--- src/rtl/stream_width_packer.sv ---
// Packs RATIO narrow beats from an async FIFO read port into one wide word.
// Partial words are emitted on an explicit flush or after TIMEOUT idle cycles.
module stream_width_packer #(
  parameter int DSIZE   = 8,
  parameter int RATIO   = 4,
  parameter int TIMEOUT = 255
) (
  input  logic                   rclk,
  input  logic                   rst_n,
  input  logic [DSIZE-1:0]       rdata,
  input  logic                   r_ok,
  output logic                   r_en,
  input  logic                   flush,
  output logic [DSIZE*RATIO-1:0] o_data,
  output logic [RATIO-1:0]       o_keep,
  output logic                   o_last,
  output logic                   o_valid,
  input  logic                   o_ready
);

  localparam int              CW        = $clog2(RATIO);
  localparam int              WW        = DSIZE * RATIO;
  localparam logic [CW-1:0]   LAST_LANE = CW'(RATIO - 1);
  localparam logic [15:0]     TMO       = 16'(TIMEOUT);

  logic [CW-1:0]    cnt_q, cnt_d;
  logic             flush_pend_q, flush_pend_d;
  logic [15:0]      idle_q, idle_d;
  logic [WW-1:0]    acc_q, acc_d;
  logic [WW-1:0]    data_q, data_d;
  logic [RATIO-1:0] keep_q, keep_d;
  logic             last_q, last_d;
  logic             valid_q, valid_d;

  logic out_free, beat, full_load, flush_load, timeout_hit;

  assign out_free    = ~valid_q | o_ready;
  assign r_en        = ~flush_pend_q & ((cnt_q != LAST_LANE) | out_free);
  assign beat        = r_ok & r_en;
  assign full_load   = beat & (cnt_q == LAST_LANE);
  assign flush_load  = flush_pend_q & out_free;
  assign timeout_hit = (TIMEOUT != 0) && (idle_q == TMO);

  always_comb begin
    cnt_d        = cnt_q;
    acc_d        = acc_q;
    flush_pend_d = flush_pend_q;
    idle_d       = idle_q;
    valid_d      = valid_q & ~o_ready;
    data_d       = data_q;
    keep_d       = keep_q;
    last_d       = last_q;

    // The top lane never lives in acc: the completing beat goes straight out.
    if (full_load) begin
      cnt_d                     = '0;
      data_d                    = acc_q;
      data_d[WW-DSIZE +: DSIZE] = rdata;
      keep_d                    = '1;
      last_d                    = 1'b0;
      valid_d                   = 1'b1;
      acc_d                     = '0;
    end else if (beat) begin
      cnt_d = cnt_q + 1'b1;
      for (int i = 0; i < RATIO; i++) begin
        if (cnt_q == CW'(i)) acc_d[i*DSIZE +: DSIZE] = rdata;
      end
    end else if (flush_load) begin
      cnt_d   = '0;
      data_d  = acc_q;
      for (int i = 0; i < RATIO; i++) begin
        keep_d[i] = (CW'(i) < cnt_q);
      end
      last_d       = 1'b1;
      valid_d      = 1'b1;
      acc_d        = '0;
      flush_pend_d = 1'b0;
    end

    // Evaluated on the post-beat lane count so a completing beat swallows the flush.
    if ((flush | timeout_hit) && (cnt_d != '0)) flush_pend_d = 1'b1;

    if (beat || (cnt_q == '0)) begin
      idle_d = '0;
    end else if (!flush_pend_q && (idle_q != 16'hFFFF)) begin
      idle_d = idle_q + 16'd1;
    end
  end

  always_ff @(posedge rclk or negedge rst_n) begin
    if (!rst_n) begin
      cnt_q        <= '0;
      flush_pend_q <= 1'b0;
      idle_q       <= '0;
      acc_q        <= '0;
      data_q       <= '0;
      keep_q       <= '0;
      last_q       <= 1'b0;
      valid_q      <= 1'b0;
    end else begin
      cnt_q        <= cnt_d;
      flush_pend_q <= flush_pend_d;
      idle_q       <= idle_d;
      acc_q        <= acc_d;
      data_q       <= data_d;
      keep_q       <= keep_d;
      last_q       <= last_d;
      valid_q      <= valid_d;
    end
  end

  assign o_data  = data_q;
  assign o_keep  = keep_q;
  assign o_last  = last_q;
  assign o_valid = valid_q;

endmodule

--- config.mk ---
export PLATFORM = sky130hd
export DESIGN_NAME = stream_width_packer
export DESIGN_NICKNAME = d
export VERILOG_FILES = /design/src/rtl/stream_width_packer.sv
export SDC_FILE = /design/constraint.sdc
export NUM_CORES = 1
export LEC_CHECK = 0
export ABC_AREA = 1
export CORE_UTILIZATION = 32
export DETAILED_ROUTE_END_ITERATION = 6
export DONT_BUFFER_PORTS = 1
export PLACE_DENSITY = 0.56
export SYNTH_ARGS = -nofsm -noshare
export SYNTH_HDL_FRONTEND = slang
export SYNTH_SLANG_ARGS = --single-unit
--- constraint.sdc ---
create_clock -name rclk -period 3.1 [get_ports rclk]
set_clock_uncertainty 0.2 [all_clocks]
set_input_delay 0.465 -clock rclk [delete_from_list [all_inputs] [get_ports rclk]]
set_output_delay 0.465 -clock rclk [all_outputs]
set_load 0.01 [all_outputs]
==> Yosys cells after proc, flatten, opt, wreduce, memory -nomap -nowiden <==
Index checks and enable logic that the tools add are counted.
{ "word_totals": {"input_bits": 13, "output_inout_bits": 39, "reg_bits": 89, "word_cells": 85} }
{ "classes": {"bitwise": 11, "n_lt_le_gt_ge": 4, "eq_ne": 13, "muxes": 28, "add_sub_neg": 2, "n_reduce_logical": 16} }
{ "op_table": {"columns": ["op", "n"], "rows": [
  ["$mux W32", 6],
  ["$mux W16", 2],
  ["$mux W8", 4],
  ["$add A16 B1 Y16 const B", 1],
  ["$eq A16 B8 Y1 const B", 1],
  ["$ne A16 B16 Y1 const B", 1],
  ["$mux W4", 3],
  ["$ne A3 B1 Y1 const B", 4],
  ["$mux W1", 10],
  ["$reduce_and A2 Y1", 5],
  ["$reduce_bool A2 Y1", 4],
  ["$mux W2", 3],
  ["$ne A2 B1 Y1 const B", 3],
  ["$and A1 B1 Y1", 5],
  ["$eq A2 B2 Y1 const B", 2],
  ["$lt A1 B2 Y1 const A", 2],
  ["$lt A2 B2 Y1 const A", 2],
  ["$not A1 Y1", 3],
  ["$or A1 B1 Y1", 3],
  ["$reduce_and A3 Y1", 1],
  ["$reduce_bool A3 Y1", 1],
  ["$add A2 B1 Y2 const B", 1],
  ["$eq A2 B1 Y1 const B", 1],
  ["$logic_and A1 B1 Y1", 2],
  ["4 further kinds", 4]
]} }

==> Logic depth before layout (Yosys ltp) <==
{ "depth": {"word_depth": 11, "ltp_mapped": 10} }

==> Worst setup path before layout <==
No wires, ideal clock.
{ "synth_path": {"path_kind": "register to register", "from": "register idle_q[0]", "to": "register idle_q[2]", "required_time_ps": 2835, "path_stages_with_launch": 10, "arrival_ps": 1457, "setup_time_ps": 65, "setup_slack_ps": 1378, "cell_sequence": "dfrtp_1 > ha_1 > nand3_1 > inv_2 > nand2_2 > nor2_4 > nor2_4 > buf_2 > nand4_1 > nand2_1"} }
{ "synth_between": {"elab_chain_cells": 3, "elab_cells_between_ends": 6, "classes_between": "add/sub (1); eq/ne (1); mux (2); reduce/logical (2)"} }
{ "synth_rtl": {"columns": ["item", "line", "text"], "rows": [
  ["start, declared", "28", "logic [15:0] idle_q, idle_d;"],
  ["start signal, assigned", "103", "idle_q <= idle_d;"],
  ["$add A16 B1 Y16 / $ne A16 B16 Y1 (equally long branches)", "86, 85", null],
  ["$mux W16 / $logic_and A1 B1 Y1 (equally long branches)", "85", "end else if (!flush_pend_q && (idle_q != 16'hFFFF)) begin"],
  ["$mux W16 / $reduce_bool A2 Y1 (equally long branches)", null, null]
]} }
Parallel ways exist; a longest one is shown, timed or not. The select of a mux whose other input is x is not followed.
A chain may end at the register's enable or synchronous reset.

==> Worst setup path in the final report <==
{ "layout_path": {"from": "register cnt_q[0]", "to": "register idle_q[7]"} }
{ "layout_between": {"elab_chain_cells": 6, "elab_cells_between_ends": 8, "classes_between": "eq/ne (1); mux (1); bitwise (3); reduce/logical (3)"} }
{ "layout_rtl": {"columns": ["item", "line", "text"], "rows": [
  ["start, declared", "26", "logic [CW-1:0] cnt_q, cnt_d;"],
  ["start signal, assigned", "101", "cnt_q <= cnt_d;"],
  ["$ne A2 B2 Y1", "38", "assign r_en = ~flush_pend_q & ((cnt_q != LAST_LANE) | out_free);"],
  ["$or A1 B1 Y1", "38", null],
  ["$and A1 B1 Y1", "38", null],
  ["$and A1 B1 Y1", "39", "assign beat = r_ok & r_en;"],
  ["$logic_or A1 B1 Y1 (*)", "83", "if (beat || (cnt_q == '0)) begin"],
  ["$mux W16 / $reduce_bool A2 Y1 (equally long branches)", null, null]
]} }
Every way passes the cells marked *; elsewhere a longest branch is shown, timed or not.

==> impl_results.md <==
* Final Hold Violating Endpoints at 0
* Fin. max-slew vios at 0
* Multi-input gate area at 1520 µm²
* CTS root buf: clkbuf_16
* Global-route wire length before repair at 14.4 mm
* Nets@finish at 483
* H-Tree Depth at 3
* Clock buffer count from CTS at 9
* Synth Net Count at approximately 480
* Post-synthesis sequential area ratio at 56.2%
* Max_slew headroom at 60.4%
* Synth-to-layout area growth at 12.0%
* Clock latency on the worst-skew pair at about 0.34 ns
* Tcrit/Tclk final at 66.7%
* Worst hold margin at 0.0501 ns
* Final ANT Viol Nets at 0
* CP Launch Type: register
* Syn Inst Count at 462
* CP endpoint kind: register
* N_diodes at 0
* Wire per inst at 13.7 µm
* Hold-fix buffers, CTS at 2
* VDD IR max at 0.356 mV
* Leakage at roughly 0.0022 µW
* I/O pin count at 52
* WL final at 8.74 mm
* Largest net degree at the start of global routing at 90
* PortBufs at 0
* Starting Density at 32.9%
* # resized after CTS at 0
* Crit path kind: register to register
* Die X-Extent at 113 µm
* Seq cells post-synth at 89
* First-pass detailed-route iteration total at 4
* DP HPWL at 5.85 mm
* 1st-iter DRT viols at 122
* CTS tree: built
* Met1 Use GR at 17.7%
* Drt drc at 0
* Filler cell count at 1280
* Gr busiest metal: met2
* Initial antenna violation count at 0
* Power Density at approximately 890 nW/µm²
* Setup TNS at 0 ns
* Worst-path fanout max at 14
* Vias in the first global route at 2935
* Share of post-route cells with drive strength above 1 at 7.68%
* Syn. warnings at 0
* Height of the die at 113 µm
* Crit path time final at between 2 and 2.5 ns
* Avg Inst Size Synth at 8.58 µm²
* Core area at between 10000 and 15000 µm²
* Die area at around 13000 µm²
* Data arrival, critical path at 2.10 ns
* Global routing usage on met3 at 6.05%
* Fmax at between 400 and 500 MHz
* Vias per cell at 4.70
* Status: complete, no violations
* Synthesized cell area at approximately 4000 µm²
* Slew @ Worst Pin at between 0.5 and 0.6 ns
* Unrepaired setup endpoints after global routing: false
* Row count at 40
* WP data required at 3.13 ns
* Placer congestion estimate at 0.878
* Count of clock tree sinks at 89
* Hold Path Class: primary input to register
* Reg clk slew, reported paths at 0.07 ns
* FF/Latch Area at 2230 µm²
* Total grt overflow at 0
* Yosys cell types at 26
* Global Route met2 Usage at 24.0%
* Max-cap violations at 0
* CTS max path bufs at 2
* Post-CTS setup buffers at 0
* Final-report setup violation count at 0
* Total track usage at approximately 15%
* Vias at 2991
[layout make-up]
cell class                      instances  share of cell area (%)
Sequential cell                        89                    50.2
Multi-Input combinational cell        326                    34.3
Clock buffer                           11                    5.47
Tap cell                              168                    4.74
Inverter                               35                    2.96
Clock inverter                          5                    1.38
Timing Repair Buffer                    3                    1.01
[path summary, 6_finish.rpt]
check	depth (start not counted)	endpoint	startpoint	slack (ns)
max	8	idle_q[7]	cnt_q[0]	1.03
min	2	o_data[27]	rdata[3]	0.05
max reg2reg	8	idle_q[7]	cnt_q[0]	1.03
min reg2reg	2	o_data[18]	acc_q[18]	0.28
max in group asynchronous	2	cnt_q[1]	rst_n	1.83
min in group asynchronous	2	o_data[14]	rst_n	0.55
[power breakdown]
group	switching, µW	total [µW]	internal (µW)
Combinational	770	1060	289
Clock	454	1110	652
Sequential	288	1770	1480
[registers in the layout, indices dropped and copies added (netlist names)]
signal,flops
acc_q,32
o_data,32
idle_q,16
o_keep,4
cnt_q,2
flush_pend_q,1
o_last,1
o_valid,1
[cell usage after synthesis]
cell type  count  share of area (%)
nand2_1      195                 18
dfrtp_1       89                 56
inv_1         30                2.8
nor2_1        30                2.8
o21ai_0       24                3.0
nand3_1       18                2.3
nand4_1       18                2.8
a22oi_1        8                1.5
buf_4          7                1.3
ha_1           6                1.9
o21ai_1        5               0.63
xor2_1         5                1.1
buf_2          4               0.51
inv_2          4               0.38
nand2_2        4               0.63
o21ai_2        3               0.66
a21oi_1        2               0.25
nor2_4         2               0.57
buf_6          1               0.28
clkinv_1       1              0.095
nand2_4        1               0.28
nand3_2        1               0.25
nand4_2        1               0.32
nor2_2         1               0.16
nor2_8         1               0.51
or2_2          1               0.16
[cell families after synthesis]
family                   share of synthesized area [%]
buffers and inverters                             5.43
AO/OA/AOI/OAI                                     6.09
flip-flops                                        56.2
adder cells (fa/ha/maj)                           1.89
AND/OR/NAND/NOR                                   29.3
XOR/XNOR                                          1.10
[through the flow]
step	instances	utilization [%]	instance area (µm²)	total power, µW	worst slack [ns]
after floorplan	462	-	3960	2620	1.38
after global placement	619	34.0	4100	2810	1.09
after detailed placement	619	34.0	4100	2840	1.03
after CTS	637	36.8	4440	4000	1.02
after global routing	637	36.8	4440	4220	0.868
final	637	36.8	4440	3940	1.03
[metal layers]
layer	vias to the layer above	part of all wire [%]
li1	1475	-
met1	1439	46
met2	73	48
met3	4	5.3
met4	0	0.92
met5	-	0
[cells in the final DEF, fill, tap and decap left out, types with 6 or more instances in the layout]
| cell | n |
|---|---|
| nand2_1 | 195 |
| dfrtp_1 | 89 |
| inv_1 | 30 |
| nor2_1 | 30 |
| o21ai_0 | 24 |
| nand3_1 | 18 |
| nand4_1 | 18 |
| clkbuf_16 | 9 |
| a22oi_1 | 8 |
| ha_1 | 6 |
[worst max-delay path, stage by stage (launching register included)]
cell and delay, ns:
dfrtp_1 0.43, ha_1 0.29, nand3_1 0.17, nand3_2 0.16, nand2_4 0.10, inv_2 0.22
o21ai_1 0.21, nand2_1 0.11, nand2_1 0.05
Power figures use the tool's default switching activity.
